`src/rtl/sync_fifo_pkg.sv`:
```
// sync_fifo_pkg: write-FSM state type, default sizes and pointer-width helper for sync_pkt_fifo
package sync_fifo_pkg;
  typedef enum logic {ACCEPT = 1'b0, DISCARD = 1'b1} wr_state_e;
  localparam int DEF_DATA_WIDTH = 8;
  localparam int DEF_ADDR_WIDTH = 4;
  function automatic int ptr_w(input int aw);
    return aw + 1;
  endfunction
endpackage

```
`src/rtl/sync_fifo_mem.sv`:
```
// sync_fifo_mem: simple dual-port storage; we_i/waddr_i/wdata_i sync write, q_o async read of raddr_i, rq_o registered on re_i
module sync_fifo_mem #(
  parameter int P_WIDTH = 9,
  parameter int P_ADDR_WIDTH = 4
) (
  input  logic                    clk_i,
  input  logic                    rst_i,
  input  logic                    we_i,
  input  logic [P_ADDR_WIDTH-1:0] waddr_i,
  input  logic [P_WIDTH-1:0]      wdata_i,
  input  logic                    re_i,
  input  logic [P_ADDR_WIDTH-1:0] raddr_i,
  output logic [P_WIDTH-1:0]      q_o,
  output logic [P_WIDTH-1:0]      rq_o
);
  logic [P_WIDTH-1:0] r_mem [2**P_ADDR_WIDTH];
  logic [P_WIDTH-1:0] r_rq;
  assign q_o = r_mem[raddr_i];
  assign rq_o = r_rq;
  always_ff @(posedge clk_i)
    if (we_i) r_mem[waddr_i] <= wdata_i;
  always_ff @(posedge clk_i)
    if (rst_i) r_rq <= '0;
    else if (re_i) r_rq <= r_mem[raddr_i];
endmodule

```
`src/rtl/sync_pkt_fifo.sv`:
```
// sync_pkt_fifo: packet FIFO with staged writes committed on wr_last_i, dropped on wr_drop_i or overflow; status empty/full/afull/fill/pkt_cnt/overflow
module sync_pkt_fifo
  import sync_fifo_pkg::*;
#(
  parameter int P_DATA_WIDTH = DEF_DATA_WIDTH,
  parameter int P_ADDR_WIDTH = DEF_ADDR_WIDTH,
  parameter int P_FWFT = 1,
  parameter int P_AFULL = 12
) (
  input  logic                    clk_i,
  input  logic                    rst_i,
  input  logic                    wr_i,
  input  logic [P_DATA_WIDTH-1:0] data_i,
  input  logic                    wr_last_i,
  input  logic                    wr_drop_i,
  input  logic                    rd_i,
  output logic [P_DATA_WIDTH-1:0] data_o,
  output logic                    rd_last_o,
  output logic                    empty_o,
  output logic                    full_o,
  output logic                    afull_o,
  output logic [P_ADDR_WIDTH:0]   fill_level_o,
  output logic [P_ADDR_WIDTH:0]   pkt_cnt_o,
  output logic                    overflow_o
);
  localparam int PW = ptr_w(P_ADDR_WIDTH);
  localparam logic [PW-1:0] DEPTH = PW'(2 ** P_ADDR_WIDTH);
  localparam logic [PW-1:0] AFULL = PW'(P_AFULL);
  wr_state_e r_state, w_state_nx;
  logic [PW-1:0] r_wr_ptr, r_cm_ptr, r_rd_ptr, r_pkt_cnt, w_wr_ptr_nx, w_used;
  logic r_ovf, w_acc, w_we, w_commit, w_ovf, w_re, w_pop_last;
  logic [P_DATA_WIDTH:0] w_q, w_rq;
  assign w_used = r_wr_ptr - r_rd_ptr;
  assign full_o = w_used == DEPTH;
  assign afull_o = w_used >= AFULL;
  assign empty_o = r_rd_ptr == r_cm_ptr;
  assign fill_level_o = r_cm_ptr - r_rd_ptr;
  assign pkt_cnt_o = r_pkt_cnt;
  assign overflow_o = r_ovf;
  assign w_re = rd_i & ~empty_o;
  assign w_pop_last = w_re & w_q[P_DATA_WIDTH];
  assign {rd_last_o, data_o} = P_FWFT != 0 ? (empty_o ? '0 : w_q) : w_rq;
  always_comb begin
    w_acc = r_state == ACCEPT;
    w_we = w_acc & wr_i & ~full_o & ~wr_drop_i;
    w_commit = w_we & wr_last_i;
    w_ovf = w_acc & wr_i & full_o & ~wr_drop_i;
    w_wr_ptr_nx = (wr_drop_i | w_ovf) ? r_cm_ptr : w_we ? r_wr_ptr + PW'(1) : r_wr_ptr;
    w_state_nx = w_acc ? ((w_ovf & ~wr_last_i) ? DISCARD : ACCEPT)
                       : (((wr_i & wr_last_i) | wr_drop_i) ? ACCEPT : DISCARD);
  end
  always_ff @(posedge clk_i) begin
    if (rst_i) begin
      r_state <= ACCEPT;
      r_wr_ptr <= '0;
      r_cm_ptr <= '0;
      r_rd_ptr <= '0;
      r_pkt_cnt <= '0;
      r_ovf <= 1'b0;
    end else begin
      r_state <= w_state_nx;
      r_wr_ptr <= w_wr_ptr_nx;
      if (w_commit) r_cm_ptr <= r_wr_ptr + PW'(1);
      if (w_re) r_rd_ptr <= r_rd_ptr + PW'(1);
      r_pkt_cnt <= r_pkt_cnt + PW'(w_commit) - PW'(w_pop_last);
      r_ovf <= w_ovf;
    end
  end
  sync_fifo_mem #(.P_WIDTH(P_DATA_WIDTH + 1), .P_ADDR_WIDTH(P_ADDR_WIDTH)) u_mem (
    .clk_i(clk_i),
    .rst_i(rst_i),
    .we_i(w_we),
    .waddr_i(r_wr_ptr[P_ADDR_WIDTH-1:0]),
    .wdata_i({wr_last_i, data_i}),
    .re_i(w_re),
    .raddr_i(r_rd_ptr[P_ADDR_WIDTH-1:0]),
    .q_o(w_q),
    .rq_o(w_rq)
  );
endmodule

```
`config.mk`:
```
export PLATFORM = sky130hd
export DESIGN_NAME = sync_pkt_fifo
export DESIGN_NICKNAME = d
export VERILOG_FILES = /design/src/rtl/sync_fifo_pkg.sv /design/src/rtl/sync_fifo_mem.sv /design/src/rtl/sync_pkt_fifo.sv
export SDC_FILE = /design/constraint.sdc
export NUM_CORES = 1
export LEC_CHECK = 0
export BUFFER_PORTS_ARGS = -buffer_cell sky130_fd_sc_hd__buf_4
export CORE_AREA = 2 2 136 138
export DETAILED_ROUTE_END_ITERATION = 10
export DIE_AREA = 0 0 138 140
export SLEW_MARGIN = 20
export SYNTH_ARGS = -nofsm -noshare
export SYNTH_HDL_FRONTEND = slang
export SYNTH_SLANG_ARGS = --single-unit
```
`constraint.sdc`:
```
create_clock -name clk_i -period 6.56 [get_ports clk_i]
set_input_delay 0.984 -clock clk_i [delete_from_list [all_inputs] [get_ports clk_i]]
set_output_delay 0.984 -clock clk_i [all_outputs]
set_load 0.05 [all_outputs]
```
======== Word-level counts from Yosys, hierarchy flattened ========
Memories as Yosys holds them, arrays and structs flattened. A register that Yosys moved wholly into a read port is not among the register bits.
Cells that the tools add are included.
storage, ports and cells
  flip-flop bits (word level) ............. 22
  bits in writable memories ............... 144
  bits of input ports ..................... 14
  memories kept ........................... 1
cells by class
  add/subtract/negate cells ............... 6
  magnitude comparators ................... 1
  equal/unequal tests ..................... 2
  multiplexer cells ....................... 10
  bitwise gates (word level) .............. 17
  reduce and logical (&&, ||, !) cells .... 1
memories
  name         depth  width  read ports  clocked after memory_dff  write ports  line                 text
  u_mem.r_mem  16     9      1           1                         1            sync_fifo_mem.sv:16  logic [P_WIDTH-1:0] r_mem [2**P_ADDR_WIDTH];
operators with widths
  operator                                                           count
  adder 5 x 1 -> 5 bit, second input constant                        2
  AND 1 bit                                                          10
  2-to-1 mux 5 bit                                                   2
  subtractor 5 bit                                                   2
  2-to-1 mux 9 bit                                                   1
  2-to-1 mux 4 bit                                                   2
  adder 5 x 1 -> 5 bit                                               1
  == test 5 bit                                                      1
  == test 5 bit, second input constant                               1
  greater-or-equal comparator 5 x 4 -> 1 bit, second input constant  1
  2-to-1 mux 1 bit                                                   5
  NOT 1 bit                                                          5
  subtractor 5 x 1 -> 5 bit                                          1
  bitwise OR 1 bit                                                   2
  nonzero test 2 bit                                                 1

======== Longest topological paths before layout ========
Gate-level depths: netlist (run 1).
  word-level depth ........................ 8
  mapped depth ............................ 15
  gate-level depth less buffers ........... 15

======== By module ========
Synthesis (run 1) repeated with hierarchy kept, for this count alone.
unflattened totals
  cell total of the unflattened synthesis .. 508
  area, all modules ....................... 7666.1 um^2
by module, submodules not included
  module         times used  cells an instance  area each (um^2)  sequential area each (um^2)
  sync_fifo_mem  1           323                6037.0            4504.3
  sync_pkt_fifo  1           185                1629.1            440.4

======== Least setup slack after synthesis (run 1) ========
No wires, ideal clock.
  kind .................................... register -> register
  from .................................... reg (tool-made name)
  to ...................................... reg r_pkt_cnt[4], in the netlist pkt_cnt_o[4]
  setup time .............................. 0.128 ns
  data arrival time ....................... 3.195 ns
  data required time ...................... 6.432 ns
  slack ................................... 3.238 ns
  stages on the path, launching flop included .. 13
  path buffers ............................ 1
  cells stage by stage .................... dfxtp_1 -> buf_1 -> mux4_2 -> mux4_2 -> and2_1 -> ha_1 -> inv_1 -> ha_1 -> fa_1 -> a21o_1 -> a21oi_1 -> xnor2_1 -> nor2_1
RTL lines
  item                    line                 text
  end signal: assignment  sync_pkt_fifo.sv:65  r_pkt_cnt <= r_pkt_cnt + PW'(w_commit) - PW'(w_pop_last);
  end: declaration        sync_pkt_fifo.sv:30  logic [PW-1:0] r_wr_ptr, r_cm_ptr, r_rd_ptr, r_pkt_cnt, w_wr_ptr_nx, w_used;

======== Final worst setup path (run 1) ========
  from .................................... reg r_wr_ptr[2]
  to ...................................... out full_o
between the ends
  cells in the longest elaborated chain, start to end .. 2
RTL lines
  item                      line                 text
  start: declaration        sync_pkt_fifo.sv:30
  start signal: assignment  sync_pkt_fifo.sv:62  r_wr_ptr <= w_wr_ptr_nx;
  subtractor 5 bit          sync_pkt_fifo.sv:33  assign w_used = r_wr_ptr - r_rd_ptr;
  == test 5 bit             sync_pkt_fifo.sv:34  assign full_o = w_used == DEPTH;
  end: declaration          sync_pkt_fifo.sv:20  output logic full_o,
Every way passes these cells.

==> impl_results.md, run 1 <==
* Outcome: finished clean
* Xor/xnor share of the synthesized area at 2.66%
* Final min period at 4.30 ns
* Switching Share at 34.3%
* Die Y at 140 um
* Commonest cells post-synth: edfxtp_1 (144), mux4_2 (45), dfxtp_1 (26), nor2_1 (26), inv_1 (23)
* Initial Utilization at 40.7%
* P_sw at 1.13 mW
* Routed wire length at 15.5 mm
* FMAX at 0.233 GHz
* Cts bufs inserted at 17
* Max-slew violations at 0
* Flop pwr share at 38.7%
* GR Util met1 at 22.5%
* DR pass1 iterations at 4
* Count of non-filler cells in the finished layout at 709
* Most frequent cell after synthesis: edfxtp_1
* Grt total ovfl at 0
* Die ar. at 19,300 um^2
* Hold Worst Slack at 0.486 ns
* CP max stage cell: dfxtp_1
* WL/cell at 21.8 um
* Synth Area in Adders at 3.66%
* Cell Area, Placed at 7900 um^2
* Ant. Diodes at 0
* Flop2flop setup slack at 2.31 ns
* Post-synthesis compound-gate area fraction at 3.35%
* Vias per cell at 5.40
* Vias in the first global route at 4,147
* Post-CTS setup buffer count at 0
* Comb pwr share at 32.7%
* Reg2Reg Launch Point: r_wr_ptr[2]$_SDFFE_PP0P_
* TritonCTS clock tree: yes
* Post-synthesis mux area share at 14.7%
* P_leak at 2.76 nW
* Setup crit end kind: output port
* Root Buffer: clkbuf_16
* Final instance area at 8450 um^2
* Yosys top cell area share at 59.7%
* Initial antenna violation count at 0
* Syn_area_per_cell at 17.1 um^2
* Synth Instances at 423
* Htree depth at 4
* Reg2Reg Depth at 8
* Worst Tran Pin Value at 1.14 ns
* Max_slew headroom at 23.9%
* Worst min path class: reg -> reg
* Post-synth cell types at 45
* Post-route setup TNS at 0 ns
* Final setup fails at 0
* Area contributors post-synth: edfxtp_1 (60%), mux4_2 (14%), dfxtp_1 (7.2%), ha_1 (3.1%), xnor2_1 (1.7%)
* Synth Register Bits at 170
* Crit-path max FO at 16
* R2r endpoint: u_mem.r_mem[10][7]$_DFFE_PP_
* Iter 0 DRT Violations at 379
* Cell accounting for the most synthesized area: edfxtp_1
* First-pass GRT wire length at 24.4 mm
* Met3 usage at 3.97%
* Worst Path Arrival at 3.31 ns
* # Max-Cap Violations at 0
* Dpl cells at 677
* Clock Pin Slew Worst Setup and Hold Paths at 0.06 ns
* Post-Synth Simple-Gate Area at 6.24%
* Worst Path Buf+Inv at 2
* Top Family by Delay on Critical Path: simple AND/OR/NAND/NOR gates
* Clk pwr share at 28.6%
* HPWL Detailed at 9.87 mm
* Layout cells sized above 1 at 27.7%
* Largest family of logic cells by synthesized area: multiplexers
* Net count, final at 501
* Post-cts resize count at 0
* Placer congestion estimate at 0.783
* Mapped cell area at 7240 um^2
* Antenna Violating Nets Remaining at 0
* Setup CP Type: reg -> out
* Max stage delay on crit path at 0.85 ns
* Met2 usage at 27.7%
* IO buf count at 36
* Tcrit/Tclk final at 65.5%
* Sink Count at 170
* Vias at 3,832
* Global routing's busiest layer: met2
* Final Hold Vio Count at 0
* Area grow syn2layout at 16.6%
* WHS Endpoint: r_state$_SDFF_PP0_
* DRC Markers at 0
* P_int at 2.17 mW
* Number of flops mapped to enable cells by yosys at 144
* Clock buffer depth at 2
* I/O pins at 37
* Hold_sp: r_state$_SDFF_PP0_
* Most used DFF post-synth: edfxtp_1
* Total GRT Usage at 17.1%
* RSZ-0062 raised after global routing: false
* Die W at 138 um
* Hold Path Cell Cnt at 1
* Worst setup SP type: flop
* P per Cell Area at 391 nW/um^2
* Cell Chain, Critical Path: ha_1, and3b_1, or3_1, a211oi_2, nand3_2, inv_1, buf_4
* Num rows at 49
* Yosys warnings at 0
* Clk_lat worst skew at 0.43 ns
* CP required at 5.58 ns
* Total power at 3.30 mW
* Largest net degree at the start of global routing at 34
* Core box area at 17,800 um^2
* Ys async rst share at 0%
* Hold_buf cts at 0
* Sequential area share after synthesis at 66.9%
* Worst vdd ir at 0.259 mV
* Skew final at 0.00603 ns
* Syn nets at 457
==> through the flow <==
step	setup WS, ns	util, %
6_report	2.26	47.5
3_5_place_dp	2.34	44.4
3_3_place_gp	2.57	44.4
4_1_cts	2.29	47.5
2_1_floorplan	3.24	-
5_1_grt	1.93	47.5
==> registers in the layout (all words and copies together) (netlist names), named ones only <==
register	cells
r_state	1
pkt_cnt_o	5
r_cm_ptr	5
r_rd_ptr	5
r_wr_ptr	5
u_mem.r_mem	144
overflow_o	1
==> kinds of logic after synthesis <==
logic type,count (synthesis)
flops,170
compound gates,34
buf+inv,43
xor+xnor,22
fa+ha+maj,20
mux,50
simple gates,84
==> how the worst max path moves through the flow <==
| stage | startpoint | endpoint | slack, ns | cells past startpoint |
|---|---|---|---|---|
| after floorplan | flop | pkt_cnt_o[4]$_SDFF_PP0_ | 3.24 | 12 |
| after detailed placement | r_wr_ptr[2]$_SDFFE_PP0P_ | u_mem.r_mem[10][7]$_DFFE_PP_ | 2.34 | 8 |
| after global placement | flop | pkt_cnt_o[4]$_SDFF_PP0_ | 2.57 | 12 |
| after global routing | r_wr_ptr[2]$_SDFFE_PP0P_ | u_mem.r_mem[10][8]$_DFFE_PP_ | 1.93 | 8 |
| after CTS | r_wr_ptr[2]$_SDFFE_PP0P_ | full_o | 2.29 | 7 |
| final | r_wr_ptr[2]$_SDFFE_PP0P_ | full_o | 2.26 | 7 |
==> power groups by stage <==
stage | clock network, mW | registers [mW] | logic, mW
floorplan | 0 | 1.31 | 0.795
global placement | 0 | 1.30 | 1.07
detailed placement | 0 | 1.30 | 1.08
CTS | 0.962 | 1.28 | 1.09
global route | 1.01 | 1.29 | 1.15
finish | 0.943 | 1.28 | 1.08
==> worst reg2reg max path, delay by kind of cell (launching register included) <==
kind,cells,cell delay (ns)
DFF,1,0.85
and+or+nand+nor,4,2.05
adders and majority gates,1,0.44
buffers and inverters,1,0.29
AOI/OAI and AO/OA,2,0.33
==> routing by layer <==
layer | wire length [um] | up-vias
met1 | 6730 | 1956
li1 | - | 1733
met3 | 786 | 20
met4 | 329 | 0
met2 | 7640 | 123
met5 | 0 | -
==> placed cells by master, fill, tap and decap left out, types with 4 or more instances in the layout <==
master / n
xnor2_1: 14
nor4_4: 4
a211oi_1: 4
nand2_1: 10
ha_1: 18
clkbuf_16: 17
nor3b_1: 4
inv_1: 23
a21oi_1: 8
a21o_1: 5
o21ai_0: 5
nor2_1: 26
mux4_2: 45
dfxtp_1: 25
nor3_1: 4
nor4b_4: 4
xor2_1: 8
edfxtp_1: 144
nor2b_1: 16
buf_4: 45
==> layout make-up <==
cell class | instances | area (um^2)
timing repair buffer | 45 | 338
inverter | 23 | 86.3
tap | 229 | 287
fill | 1512 | 9330
clock inverter | 12 | 115
multi-input combinational | 210 | 2340
sequential | 170 | 4850
clock buffer | 20 | 437
No activity file was read; power rests on OpenSTA's default activity.
==> inputs of run 2 (changes only) <==
Clock period 6.56 ns to 4.2 ns, I/O delays scaled along.
==> run 2 against run 1 <==
Count of clock-buffer cells in the layout decreased by 3. Global-route usage decreased by 0.64 points. Critical path depth is 8 higher. Clock skew grew 0.0012 ns. Largest cell class unchanged.
==> impl_results.md, run 2 (synthesis results as in run 1) <==
* Most common cell after layout, fill and taps aside: edfxtp_1
* Largest net degree at the start of global routing at 26 (-24%)
* Iter 0 DRT Violations at 243 (-36%)
* Die W at 138 um (unchanged)
* P_leak at 2.83 nW (+2.6%)
* Switching Share at 33.7% (-0.55 points)
* Comb pwr share at 33.2% (+0.5 points)
* Initial antenna violation count at 0 (unchanged)
* Most flops, register: u_mem.r_mem
* Clk pwr share at 28.3% (-0.3 points)
* Tcrit/Tclk final at 84.6%
* Root Buffer: clkbuf_16
* DR pass1 iterations at 7 (+3)
* Total GRT Usage at 16.4% (-0.64 points)
* Flop2flop setup slack at 0.65 ns (-1.66 ns)
* Clk_lat worst skew at 0.43 ns (about the same)
* First-pass GRT wire length at 23.3 mm (-4.7%)
* Cts bufs inserted at 17 (unchanged)
* Crit-path max FO at 9 (-7)
* CP required at 4.51 ns (-1.07 ns)
* Worst Tran Pin Value at 0.717 ns (-0.420 ns)
* Post-CTS setup buffer count at 0 (unchanged)
* Vias at 3,833 (+0.026%)
* IO buf count at 36 (unchanged)
* Worst min path class: reg -> reg
* Final min period at 3.55 ns
* Placer congestion estimate at 0.772 (-1.5%)
* HPWL Detailed at 9.65 mm (-2.2%)
* Reg2Reg Launch Point: r_rd_ptr[2]$_SDFFE_PP0P_
* Skew final at 0.00724 ns (+0.00121 ns)
* Antenna Violating Nets Remaining at 0 (unchanged)
* Area grow syn2layout at 17.1%
* Layout cells sized above 1 at 30.3% (+2.6 points)
* Worst setup endpoint: pkt_cnt_o[4]$_SDFF_PP0_
* Final instance area at 8480 um^2 (+0.44%)
* Max stage delay on crit path at 0.41 ns (-0.44 ns)
* FMAX at 0.281 GHz
* Htree depth at 4 (unchanged)
* WL/cell at 20.9 um (-4.2%)
* Final Hold Vio Count at 0 (unchanged)
* Post-route setup TNS at 0 ns (unchanged)
* Post-cts resize count at 0 (unchanged)
* Routed wire length at 15.1 mm (-2.2%)
* Flop pwr share at 38.5% (-0.2 points)
* Clock Pin Slew Worst Setup and Hold Paths at 0.06 ns (about the same)
* Worst vdd ir at 0.450 mV (+73%)
* Setup crit end kind: flop
* Worst setup SP type: flop
* Cell Chain, Critical Path: inv_1, ha_1, and3b_1, or3_1, a211oi_2, a31oi_2, inv_1, ha_1, inv_1, ha_1, fa_1, a21o_1, a21oi_1, xnor2_1, nor2_1
* RSZ-0062 raised after global routing: false
* Net count, final at 516 (+3.0%)
* R2r endpoint: pkt_cnt_o[4]$_SDFF_PP0_
* Max reg flops at 144 (unchanged)
* Cell Area, Placed at 7940 um^2 (+0.54%)
* Vias in the first global route at 3,955 (-4.6%)
* Hold_buf cts at 0 (unchanged)
* P_int at 3.40 mW (+57%)
* Ant. Diodes at 0 (unchanged)
* Final setup fails at 0 (unchanged)
* Fillers at 1,527 (+0.99%)
* TritonCTS clock tree: yes
* Max-slew violations at 0 (unchanged)
* Vias per cell at 5.29 (-2.0%)
* Most frequent cells in the layout: edfxtp_1 (144), buf_4 (60), mux4_2 (45)
* Die ar. at 19,300 um^2 (unchanged)
* Worst setup path startpoint: r_rd_ptr[2]$_SDFFE_PP0P_
* Worst Path Arrival at 3.86 ns (+0.55 ns)
* Reg2Reg Depth at 15 (+7)
* DRC Markers at 0 (unchanged)
* Outcome: finished clean
* I/O pins at 37 (unchanged)
* Die Y at 140 um (unchanged)
* Grt total ovfl at 0 (unchanged)
* P per Cell Area at 604 nW/um^2 (+55%)
* P_sw at 1.73 mW (+53%)
* Core box area at 17,800 um^2 (unchanged)
* Sink Count at 170 (unchanged)
* # Max-Cap Violations at 0 (unchanged)
* Initial Utilization at 40.7% (unchanged)
* Max_slew headroom at 52.1% (+28 points)
* Num rows at 49 (unchanged)
* Setup CP Type: reg -> reg
* Clock buffer depth at 2 (unchanged)
* CP max stage cell: fa_1
[run 2: cell types whose count changed in the layout (fill, tap and decap cells not counted), sizes merged]
cell      change
clkinv        +1
clkinvlp      +2
buf          +15
clkbuf        -3
[run 2: final cells by class]
class	instances	area, um^2	area share [%]
inverters	23	86.3	1.02
multi-input cells	210	2270	26.7
clock inverters	15	121	1.43
flip-flops and latches	170	4850	57.1
repair buffers	60	450	5.31
clock buffers	17	425	5.01
well taps	229	287	3.38
[run 2: power groups by stage]
stage / clock [mW] / combinational (mW) / sequential [mW]
detailed placement: 0 / 1.73 / 2.02
finish: 1.45 / 1.70 / 1.98
global placement: 0 / 1.70 / 2.01
CTS: 1.48 / 1.73 / 1.98
floorplan: 0 / 1.24 / 2.04
global route: 1.55 / 1.83 / 1.99
[run 2: metal layers]
metal	global-route usage [%]	vias up	wire, um
met3	3.93	19	692
met4	5.48	0	216
li1	-	1760	-
met1	20.5	1961	6330
met2	28.4	93	7910
met5	0	-	0
[run 2: critical path, delay by kind of cell, from the launching register on]
family / cells / cell delay [ns]
flops: 1 / 0.35
compound gates: 4 / 0.94
fa+ha+maj: 4 / 1.10
xor+xnor: 1 / 0.14
simple gates: 3 / 0.62
buf+inv: 3 / 0.27
[run 2: metrics by stage]
stage	power [mW]	hold WS (ns)	setup WS (ns)	util (%)	instances
2_1_floorplan	3.28	0.455	0.878	-	423
3_3_place_gp	3.71	0.468	0.742	44.6	692
3_5_place_dp	3.74	0.478	0.619	44.6	692
4_1_cts	5.19	0.482	0.601	47.7	724
5_1_grt	5.37	0.505	0.367	47.7	724
6_report	5.13	0.494	0.646	47.7	724
[run 2: worst min path at each step]
stage | from | to | slack [ns] | depth (start not counted)
4_1_cts | data_i[1] | u_mem.r_mem[12][1]$_DFFE_PP_ | 0.48 | 1
6_report | r_state$_SDFF_PP0_ | r_state$_SDFF_PP0_ | 0.49 | 1
5_1_grt | wr_i | r_state$_SDFF_PP0_ | 0.50 | 3
2_1_floorplan | r_state$_SDFF_PP0_ | r_state$_SDFF_PP0_ | 0.45 | 1
3_5_place_dp | r_state$_SDFF_PP0_ | r_state$_SDFF_PP0_ | 0.48 | 1
3_3_place_gp | r_state$_SDFF_PP0_ | r_state$_SDFF_PP0_ | 0.47 | 1
==> inputs of run 3 (changes only) <==
Clock period 4.2 ns to 3.5 ns, I/O delays scaled along.
==> run 3 against run 2 <==
Critical endpoint is now full_o. Critical path type is now reg -> out. Clock skew about the same. Largest power group unchanged. Setup slack worse by 0.52 ns. Via count up 1.4%.
==> impl_results.md, run 3 (synthesis results as in run 1) <==
* Outcome: finished clean
* Worst setup endpoint: full_o
* Most common cell after layout, fill and taps aside: edfxtp_1
* P per Cell Area at 740 nW/um^2 (+22%)
* Die Y at 140 um (unchanged)
* Grt total ovfl at 0 (unchanged)
* Area grow syn2layout at 18.7%
* Crit-path max FO at 10 (+1)
* Routed wire length at 15.2 mm (+0.44%)
* Clock buffer depth at 2 (unchanged)
* Dpl cells at 699 (+1.0%)
* Reg2Reg Launch Point: r_rd_ptr[2]$_SDFFE_PP0P_
* Htree depth at 4 (unchanged)
* Most flops, register: u_mem.r_mem
* Setup crit end kind: output port
* CP required at 2.97 ns (-1.54 ns)
* Antenna Violating Nets Remaining at 0 (unchanged)
* Sink Count at 170 (unchanged)
* Layout cells sized above 1 at 31.6% (+1.3 points)
* IO buf count at 36 (unchanged)
* Max_slew headroom at 31.6% (-20 points)
* Cell Area, Placed at 7990 um^2 (+0.66%)
* Initial antenna violation count at 0 (unchanged)
* Root Buffer: clkbuf_16
* R2r endpoint: pkt_cnt_o[4]$_SDFF_PP0_
* DR pass1 iterations at 4 (-3)
* Hold_sp: data_i[7]
* Clock Pin Slew Worst Setup and Hold Paths at 0.07 ns (about the same)
* P_leak at 2.90 nW (+2.3%)
* Final setup fails at 0 (unchanged)
* Total power at 6.36 mW (+24%)
* Initial Utilization at 40.7% (unchanged)
* Worst Path Arrival at 2.85 ns (-1.01 ns)
* FMAX at 0.296 GHz
* Worst vdd ir at 0.484 mV (+7.6%)
* Iter 0 DRT Violations at 274 (+13%)
* Final instance area at 8590 um^2 (+1.3%)
* Worst setup path startpoint: r_rd_ptr[2]$_SDFFE_PP0P_
* Largest net degree at the start of global routing at 33 (+27%)
* Final core utilization at 48.3% (+0.62 points)
* TritonCTS clock tree: yes
* Count of non-filler cells in the finished layout at 732 (+1.1%)
* Setup CP Type: reg -> out
* Worst Tran Pin Value at 1.02 ns (+0.301 ns)
* Worst min path class: in -> reg
* Clk_lat worst skew at 0.43 ns (about the same)
* Max reg flops at 144 (unchanged)
* Flop2flop setup slack at 0.17 ns (-0.48 ns)
* Placer congestion estimate at 0.766 (-0.75%)
* Worst setup SP type: flop
* Core box area at 17,800 um^2 (unchanged)
* # Max-Cap Violations at 0 (unchanged)
* Net count, final at 524 (+1.6%)
* Cts bufs inserted at 17 (unchanged)
* Vias at 3,885 (+1.4%)
* Die ar. at 19,300 um^2 (unchanged)
* I/O pins at 37 (unchanged)
* Ant. Diodes at 0 (unchanged)
* Num rows at 49 (unchanged)
* Reg2Reg Depth at 15 (unchanged)
* Total GRT Usage at 16.8% (+0.40 points)
* WL/cell at 20.8 um (-0.66%)
* First-pass GRT wire length at 24.1 mm (+3.6%)
* Most frequent cells in the layout: edfxtp_1 (144), buf_4 (67), mux4_2 (45)
* Vias per cell at 5.31 (+0.25%)
* Die W at 138 um (unchanged)
* Final Hold Vio Count at 0 (unchanged)
* Skew final at 0.00695 ns (-0.000289 ns)
* Final min period at 3.38 ns
* Vias in the first global route at 4,131 (+4.5%)
* Max-slew violations at 0 (unchanged)
* HPWL Detailed at 10.1 mm (+4.8%)
* DRC Markers at 0 (unchanged)
* Tcrit/Tclk final at 96.5%
-- run 3: changes by cell type in the layout (fill, tap and decap cells not counted), moves of 2 or more --
cell,change
buf_4,+7
clkbuf_1,+2
clkinv_4,+2
clkinv_2,-2
clkinv_1,-3
-- run 3: per-layer routing --
| metal | vias to the layer above | wire (um) | global-route usage, % |
|---|---|---|---|
| met4 | 0 | 196 | 5.53 |
| li1 | 1774 | - | - |
| met2 | 96 | 7680 | 27.9 |
| met1 | 2000 | 6610 | 22.1 |
| met5 | - | 0 | 0 |
| met3 | 15 | 728 | 4.03 |
-- run 3: critical path, stage by stage, from the launching register on --
cell      delay [ns]
dfxtp_1         0.36
inv_1           0.10
ha_1            0.37
and3b_1         0.22
or3_1           0.36
a211oi_2        0.26
buf_4           0.16
nand3_2         0.07
buf_4           0.19
inv_1           0.11
buf_4           0.21
-- run 3: through the flow --
step                setup WS (ns)  hold WS, ns  TNS [ns]
floorplan                   0.178        0.455         0
global placement            0.252        0.462         0
detailed placement          0.148        0.500         0
CTS                        0.0570        0.374         0
global route              -0.0345        0.393   -0.0347
finish                      0.122        0.386         0
-- run 3: timing repair --
action,4_1_cts,5_1_grt
resized for setup,0,1
buffers inserted,0,1
hold endpoints to repair,0,0
endpoints found under the setup margin,0,3
hold buffers,0,0
-- run 3: power breakdown --
| group | internal, mW | leakage, nW | switching [mW] |
|---|---|---|---|
| Combinational | 0.868 | 1.11 | 1.27 |
| Clock | 1.07 | 0.284 | 0.799 |
| Sequential | 2.28 | 1.51 | 0.0677 |
-- run 3: final cells by class --
class,count,area [um^2]
Clock inverter,13,160
Tap cell,229,287
Fill cell,1535,9190
Multi-Input combinational cell,210,2270
Timing Repair Buffer,68,514
Clock buffer,19,433
Inverter,23,86.3
Sequential cell,170,4850
-- run 3: how the worst min path moves through the flow --
| stage | endpoint | slack (ns) | cells past startpoint |
|---|---|---|---|
| after global routing | u_mem.r_mem[4][1]$_DFFE_PP_ | 0.39 | 1 |
| after floorplan | r_state$_SDFF_PP0_ | 0.45 | 1 |
| final | u_mem.r_mem[7][7]$_DFFE_PP_ | 0.39 | 1 |
| after global placement | r_state$_SDFF_PP0_ | 0.46 | 1 |
| after CTS | u_mem.r_mem[7][7]$_DFFE_PP_ | 0.37 | 1 |
| after detailed placement | r_state$_SDFF_PP0_ | 0.50 | 1 |
